### src/rtl/reset_seq_pkg.sv
// ============================================================================
// Module  : reset_seq_pkg
// Brief   : Shared types and default 48 MHz cycle constants for the reset
//           sequencer.
// Revision: 1.0 - initial release
// ============================================================================
`timescale 1ns/1ps
`default_nettype none

package reset_seq_pkg;

  typedef enum logic [1:0] {
    RS_POR          = 2'd0,
    RS_IDLE         = 2'd1,
    RS_RESET        = 2'd2,
    RS_WAIT_RELEASE = 2'd3
  } rs_state_t;

  localparam int unsigned DEB_48M  = 480_000;
  localparam int unsigned POR_48M  = 4_800;
  localparam int unsigned HOLD_48M = 48;

  function automatic int unsigned max_u(input int unsigned a, input int unsigned b);
    return (a > b) ? a : b;
  endfunction

endpackage

`default_nettype wire

### src/rtl/button_debouncer.sv
// ============================================================================
// Module  : button_debouncer
// Brief   : Two-flop synchroniser and stability-counter debouncer for an
//           active-low pushbutton; button_level is 1 while pressed.
// Revision: 1.0 - initial release
// ============================================================================
`timescale 1ns/1ps
`default_nettype none

module button_debouncer
  import reset_seq_pkg::*;
#(
  parameter int unsigned DEBOUNCE_CYCLES = DEB_48M
) (
  input  logic clk_48mhz,
  input  logic reset_n,
  input  logic button_n,
  output logic button_level,
  output logic button_level_nxt
);

  localparam int unsigned c_cnt_w = $clog2(DEBOUNCE_CYCLES + 1);
  localparam logic [c_cnt_w-1:0] c_cnt_last = c_cnt_w'(DEBOUNCE_CYCLES - 1);
  localparam logic [c_cnt_w-1:0] c_cnt_one  = c_cnt_w'(1);

  logic               r_sync1;
  logic               r_sync2;
  logic               r_level;
  logic [c_cnt_w-1:0] r_cnt;
  logic               w_mismatch;
  logic               w_flip;

  assign w_mismatch = (~r_sync2) != r_level;
  assign w_flip     = w_mismatch && (r_cnt == c_cnt_last);

  always_ff @(posedge clk_48mhz or negedge reset_n) begin
    if (!reset_n) begin
      r_sync1 <= 1'b1;
      r_sync2 <= 1'b1;
      r_level <= 1'b0;
      r_cnt   <= '0;
    end else begin
      r_sync1 <= button_n;
      r_sync2 <= r_sync1;
      if (!w_mismatch) begin
        r_cnt <= '0;
      end else if (w_flip) begin
        r_cnt   <= '0;
        r_level <= ~r_level;
      end else begin
        r_cnt <= r_cnt + c_cnt_one;
      end
    end
  end

  assign button_level     = r_level;
  // Value button_level takes after this edge; lets the POR exit see a same-edge flip.
  assign button_level_nxt = r_level ^ w_flip;

endmodule

`default_nettype wire

### src/rtl/reset_sequencer.sv
// ============================================================================
// Module  : reset_sequencer
// Brief   : Power-on window, debounced manual reset and minimum-width hold
//           driving the SoC manualReset input.
// Revision: 1.0 - initial release
// ============================================================================
`timescale 1ns/1ps
`default_nettype none

module reset_sequencer
  import reset_seq_pkg::*;
#(
  parameter int unsigned DEBOUNCE_CYCLES = DEB_48M,
  parameter int unsigned POR_CYCLES      = POR_48M,
  parameter int unsigned HOLD_CYCLES     = HOLD_48M
) (
  input  logic       clk_48mhz,
  input  logic       reset_n,
  input  logic       button_n,
  output logic       soc_reset,
  output logic       button_level,
  output logic [7:0] press_count
);

  localparam int unsigned c_tmr_w = $clog2(max_u(POR_CYCLES, HOLD_CYCLES) + 1);
  localparam logic [c_tmr_w-1:0] c_por_last  = c_tmr_w'(POR_CYCLES - 1);
  localparam logic [c_tmr_w-1:0] c_hold_last = c_tmr_w'(HOLD_CYCLES - 1);
  localparam logic [c_tmr_w-1:0] c_tmr_one   = c_tmr_w'(1);

  rs_state_t          r_state;
  rs_state_t          w_state_nxt;
  logic [c_tmr_w-1:0] r_timer;
  logic               r_soc_reset;
  logic [7:0]         r_press_count;
  logic               w_press;
  logic               w_level;
  logic               w_level_nxt;
  logic               w_timing;

  button_debouncer #(
    .DEBOUNCE_CYCLES (DEBOUNCE_CYCLES)
  ) u_debouncer (
    .clk_48mhz        (clk_48mhz),
    .reset_n          (reset_n),
    .button_n         (button_n),
    .button_level     (w_level),
    .button_level_nxt (w_level_nxt)
  );

  // RS_IDLE is only ever entered with the button released, so a high level there is a fresh press.
  always_comb begin
    w_state_nxt = r_state;
    w_press     = 1'b0;
    case (r_state)
      RS_POR: begin
        if (r_timer == c_por_last) begin
          w_state_nxt = w_level_nxt ? RS_WAIT_RELEASE : RS_IDLE;
        end
      end
      RS_IDLE: begin
        if (w_level) begin
          w_state_nxt = RS_RESET;
          w_press     = 1'b1;
        end
      end
      RS_RESET: begin
        if (r_timer == c_hold_last) begin
          w_state_nxt = RS_WAIT_RELEASE;
        end
      end
      RS_WAIT_RELEASE: begin
        if (!w_level) begin
          w_state_nxt = RS_IDLE;
        end
      end
      default: w_state_nxt = RS_POR;
    endcase
  end

  assign w_timing = (r_state == RS_POR) || (r_state == RS_RESET);

  always_ff @(posedge clk_48mhz or negedge reset_n) begin
    if (!reset_n) begin
      r_state       <= RS_POR;
      r_timer       <= '0;
      r_soc_reset   <= 1'b1;
      r_press_count <= 8'd0;
    end else begin
      r_state     <= w_state_nxt;
      r_soc_reset <= (w_state_nxt != RS_IDLE);
      if ((w_state_nxt != r_state) || !w_timing) begin
        r_timer <= '0;
      end else begin
        r_timer <= r_timer + c_tmr_one;
      end
      if (w_press) begin
        r_press_count <= r_press_count + 8'd1;
      end
    end
  end

  assign soc_reset    = r_soc_reset;
  assign button_level = w_level;
  assign press_count  = r_press_count;

endmodule

`default_nettype wire
### config.mk
export PLATFORM = sky130hd
export DESIGN_NAME = reset_sequencer
export DESIGN_NICKNAME = d
export VERILOG_FILES = /design/src/rtl/reset_seq_pkg.sv /design/src/rtl/button_debouncer.sv /design/src/rtl/reset_sequencer.sv
export SDC_FILE = /design/constraint.sdc
export NUM_CORES = 1
export LEC_CHECK = 0
export ABC_AREA = 1
export BUFFER_PORTS_ARGS = -buffer_cell sky130_fd_sc_hd__buf_2
export CAP_MARGIN = 20
export CORE_ASPECT_RATIO = 0.7
export CORE_MARGIN = 5
export CORE_UTILIZATION = 55
export CTS_BUF_LIST = sky130_fd_sc_hd__clkbuf_16
export DETAILED_ROUTE_END_ITERATION = 12
export GPL_TIMING_DRIVEN = 0
export PLACE_DENSITY_LB_ADDON = 0.08
export SETUP_SLACK_MARGIN = 0.2
export SYNTH_ARGS = -nofsm -noshare
export SYNTH_HDL_FRONTEND = slang
export SYNTH_SLANG_ARGS = --single-unit
### constraint.sdc
create_clock -name clk_48mhz -period 1.5 [get_ports clk_48mhz]
set_input_delay 0.3 -clock clk_48mhz [delete_from_list [all_inputs] [get_ports clk_48mhz]]
set_output_delay 0.3 -clock clk_48mhz [all_outputs]
set_load 0.02 [all_outputs]
* Word level (Yosys, flattened, before mapping)
Index checks and enable logic that the tools add are counted.
Cells by class: reduce and logical (&&, ||, !) cells 6, add/subtract/negate cells 3, multiplexer cells 11, bitwise operators 3, eq/ne operators 9
Operator list (count):
- two-way mux 19 bit | 2
- adder 19 x 1 -> 19 bit, second input constant | 1
- == test 19 bit, second input constant | 1
- adder 13 x 1 -> 13 bit, second input constant | 1
- == test 13 bit, second input constant | 1
- == test 13 x 6 -> 1 bit, second input constant | 1
- two-way mux 13 bit | 1
- two-way mux 2 bit | 5
- adder 8 x 1 -> 8 bit, second input constant | 1
- one-hot mux 2 bit (4 select lines) | 1
- == test 2 bit, second input constant | 2
- == test 2 x 1 -> 1 bit, second input constant | 1
- logical NOT 2 bit | 1
- logical OR 1 bit | 2
- two-way mux 1 bit | 2
- != test 2 x 1 -> 1 bit, second input constant | 1
- != test 2 bit | 1
- NOT 1 bit | 2
- AND reduction 2 bit | 1
- logical AND 1 bit | 1
- logical NOT 1 bit | 1
- != test 1 bit | 1
- bitwise XOR 1 bit | 1
Storage, ports and cells: output and inout port bits 10, word-level logic and storage cells 40, input port bits 3, bits in registers 46

* Logic depth before layout (Yosys ltp)
depth after elaboration 10, mapped depth 9, gate-level depth less buffers 9

* Hierarchy
Synthesis repeated with hierarchy kept, for this count alone.
Unflattened totals: cells, all modules 307, area total of the unflattened synthesis 2528.7 um2
By module, submodules not included:
- reset_sequencer | times used 1, area an instance 1272.5 um2, cells an instance 148, seq. area each 601.8 um2
- button_debouncer | times used 1, area an instance 1256.2 um2, cells an instance 159, seq. area each 553.0 um2

* Worst setup path after synthesis
Ideal clock, no wire load.
kind reg2reg, from reg u_debouncer.r_cnt[0], to reg u_debouncer.r_cnt[11], clock period less this slack 1.462 ns, buffers on the path 0, required time 1.372 ns, cell stages (with the launch flop) 9, path slack 0.038 ns, arrival time 1.334 ns, cell sequence dfrtp_1 ha_1 nand3_2 nor2_4 nand3_2 nand2_4 inv_2 nand2_1 nor2_2
Between the ends: longest elaborated chain between the ends 4, elaborated cells on any way between the ends 5
RTL lines:
- from (decl) | line button_debouncer.sv:29 | logic [c_cnt_w-1:0] r_cnt;
- from (signal assigned) | line button_debouncer.sv:51 | r_cnt <= r_cnt + c_cnt_one;
- branches (longest 2 deep; another with adder 19 x 1 -> 19 bit)
- two-way mux 19 bit (*) | line button_debouncer.sv:47 | end else if (w_flip) begin
- two-way mux 19 bit (*) | line button_debouncer.sv:45 | if (!w_mismatch) begin
Every way passes the cells marked *. A chain may end at the register's enable or synchronous reset.

* Worst setup path in the final report
from reg u_debouncer.r_cnt[0], to reg u_debouncer.r_cnt[5]
Same word-level chain as after synthesis.

==> flow_summary.toml <==
[timing]
setup_ws_ns = 0.08054
hold_viol = 0
fin_skew_ns = 0.002979
drv_slew = 0
holdWs_ns = 0.1104
period_needed_ns = 1.419
relSlewSlack_pct = 77.47
rsz0062_at_grt = "true"
finalSetupViolCount = 0
worst_pin_slew_ns = 0.3349
fmax_mhz = 704.5
finalCritPeriodShare_pct = 94.63

[routing]
drt_iter0_drc = 138
wl_per_cell_um = 13.32
drtPass1Iterations = 5
drc = 0
viasPerCell = 5.171
ant_nets = 0
num_vias = 2265
wl_mm = 5.836

[finish]
drive_gt1_share_pct = 36.03
diodes = 0
final_nets = 388
areaGrowthSynthToFinish_pct = 32.62
final_common_cell = "nand2_1"
stdcell_count = 438
mostFrequentLayoutCells = "nand2_1, nor2_1, inv_1"
n_fill_cell = 296

[global_routing]
grt_max_degree = 47
grt_pass1_vias = 2010
antenna_found_initial = 0
gr-total-overflow = 0
grt_pass1_wl_mm = 9.480
track_usage_pct = 19.82

[clocking]
htreeDepth = 2
cts_tree = "done"
clock-root-buffer = "clkbuf_16"
cts_sinks = 46
clkLatencyLatePin_ns = 0.28
clockBufferDepth = 2
cts.clk_slew.worst_paths_ns = 0.06
cts-buffers-inserted = 5

[logic_synthesis]
synth_compound_area_share_pct = 1.392
synth-xor-area-share_pct = 6.266
synth_fa_ha_area_share_pct = 1.492
ys_seq_area_share_pct = 45.90
yosysTopAreaCell = "dfrtp_1"
synthMuxAreaShare_pct = 0
syn_area_um2 = 2516
ys_seq_elements = 46
synth_top_family_by_area = "simple AND/OR/NAND/NOR gates"
yosys_warnings = 0
synthCells = 326
synthSimpleGateAreaFrac_pct = 37.89
avgSynthCellArea_um2 = 7.718
synthTopCellsByArea = "dfrtp_1, nand2_1, nor2_1"
syn_nets = 332
synth_top_area_share_pct = 42.76
synth.distinct_cells = 29

[place]
place_ws_ns = -0.01616
gp_congestion = 0.9224
dp_hpwl_mm = 3.649
port_buffers = 12
post-place-cells = 393

[floorplan]
ios = 13
die_area_um2 = 6049
fp.dieW_um = 90.84
core_um2 = 4379
rows = 20
die_h_um = 66.59
start_util_pct = 57.46

[worst_setup_path]
worstPathMaxFanout = 5
path_cells = "ha_4, nand3_4, nor2_4, nand3_2, nand2_4, buf_12, nor3_2"
critical_path_required_ns = 1.66
crit_path_start = "u_debouncer.r_cnt[0]$_DFF_PN0_"
critPathKind = "reg -> reg"
startpoint_type = "register"
critPathBufInv = 1
r2r-start = "u_debouncer.r_cnt[0]$_DFF_PN0_"
worst_setup_path_end_kind = "register"
slowest_delay_ns = 0.40
cp.arrival_ns = 1.58
critPathTopFamily = "simple AND/OR/NAND/NOR gates"
critPathSlowestCell = "dfrtp_2"

[flow_run]
cap_violations = 0

[pwr]
powerDensity_nw_per_um2 = 728.3
total_power_w = 0.002430
leakage_nw = 1.571
irDropWorstVdd_mv = 0.7933

[run_status]
status = "finished clean"

[min_path]
hold_class = "in -> reg"
worstHoldStart = "button_n"
-- synthesized netlist by cell type --
cell and number:
ha_1 3, inv_1 38, a21oi_1 6, nand3_1 21, buf_6 1, or2_2 1
dfstp_2 3, nor3b_1 1, dfrtp_1 43, or2_1 1, and3_1 1, o21ai_1 1
nand2_2 3, clkbuf_2 1, xor2_1 12, and2_1 1, nand2_4 1, nand3_4 1
nand4_1 8, nand3_2 4, nor2_4 4, inv_2 5, nand2_1 75, nor4_1 1
nor2_1 69, nor2_2 3, nor3b_2 1, nor3_1 11, xnor2_1 6
-- routing by layer --
metal / GRT usage [%] / up-vias / part of all wire [%]
li1: - / 1126 / -
met1: 30.03 / 1065 / 50
met2: 28.35 / 68 / 43
met3: 3.386 / 6 / 5.4
met4: 6.960 / 0 / 1.2
met5: 0 / - / 0
-- logic make-up after synthesis --
logic type / count (synthesis)
simple gates: 207
flops: 46
buf+inv: 45
xor+xnor: 18
compound gates: 7
fa+ha+maj: 3
-- where the power goes --
group          internal [W]  switching (W)
Sequential          0.00125      0.0000124
Combinational     0.0000502      0.0000597
Clock              0.000603       0.000452
Total               0.00191       0.000524
-- final timing paths --
kind / end / slack, ns / cells past startpoint
max in group asynchronous: u_debouncer.r_sync2$_DFF_PN1_ / 0.52 / 3
worst max-delay path: u_debouncer.r_cnt[5]$_DFF_PN0_ / 0.08 / 7
worst min-delay path: u_debouncer.r_sync1$_DFF_PN1_ / 0.11 / 1
min in group asynchronous: press_count[5]$_DFFE_PN0P_ / 0.44 / 2
worst min register to register: u_debouncer.r_sync2$_DFF_PN1_ / 0.36 / 0
worst max register to register: u_debouncer.r_cnt[5]$_DFF_PN0_ / 0.08 / 7
-- registers in the layout, indices dropped and copies added, names as in the netlist --
signal / cells
press_count: 8
r_state: 2
r_timer: 13
soc_reset: 1
u_debouncer.button_level: 1
u_debouncer.r_cnt: 19
u_debouncer.r_sync1: 1
u_debouncer.r_sync2: 1
-- repair_timing --
action                                  in CTS  in global routing
endpoints found under the setup margin      33                 36
resized for setup                           21                 48
hold buffers                                 0                  1
endpoints found under the hold margin        0                 11
cloned                                       1                  0
pin swaps                                   20                 20
setup buffers                               24                 10
-- through the flow --
step	util [%]	cell area (um2)	TNS, ns
floorplan	-	2554	0
global placement	61.26	2683	0
detailed placement	61.26	2683	-0.08897
CTS	70.69	3095	0
global route	76.20	3337	-0.05510
finish	76.20	3337	0
-- area by class of cell --
class | count | area (um2) | area share [%]
repair buffers | 49 | 387.9 | 11.62
clock inverters | 3 | 12.51 | 0.3750
well taps | 55 | 68.82 | 2.062
multi-input cells | 235 | 1386 | 41.54
plain buffers | 2 | 22.52 | 0.6749
clock buffers | 5 | 125.1 | 3.750
inverters | 43 | 168.9 | 5.062
flip-flops and latches | 46 | 1165 | 34.91
Power figures use the tool's default switching activity.
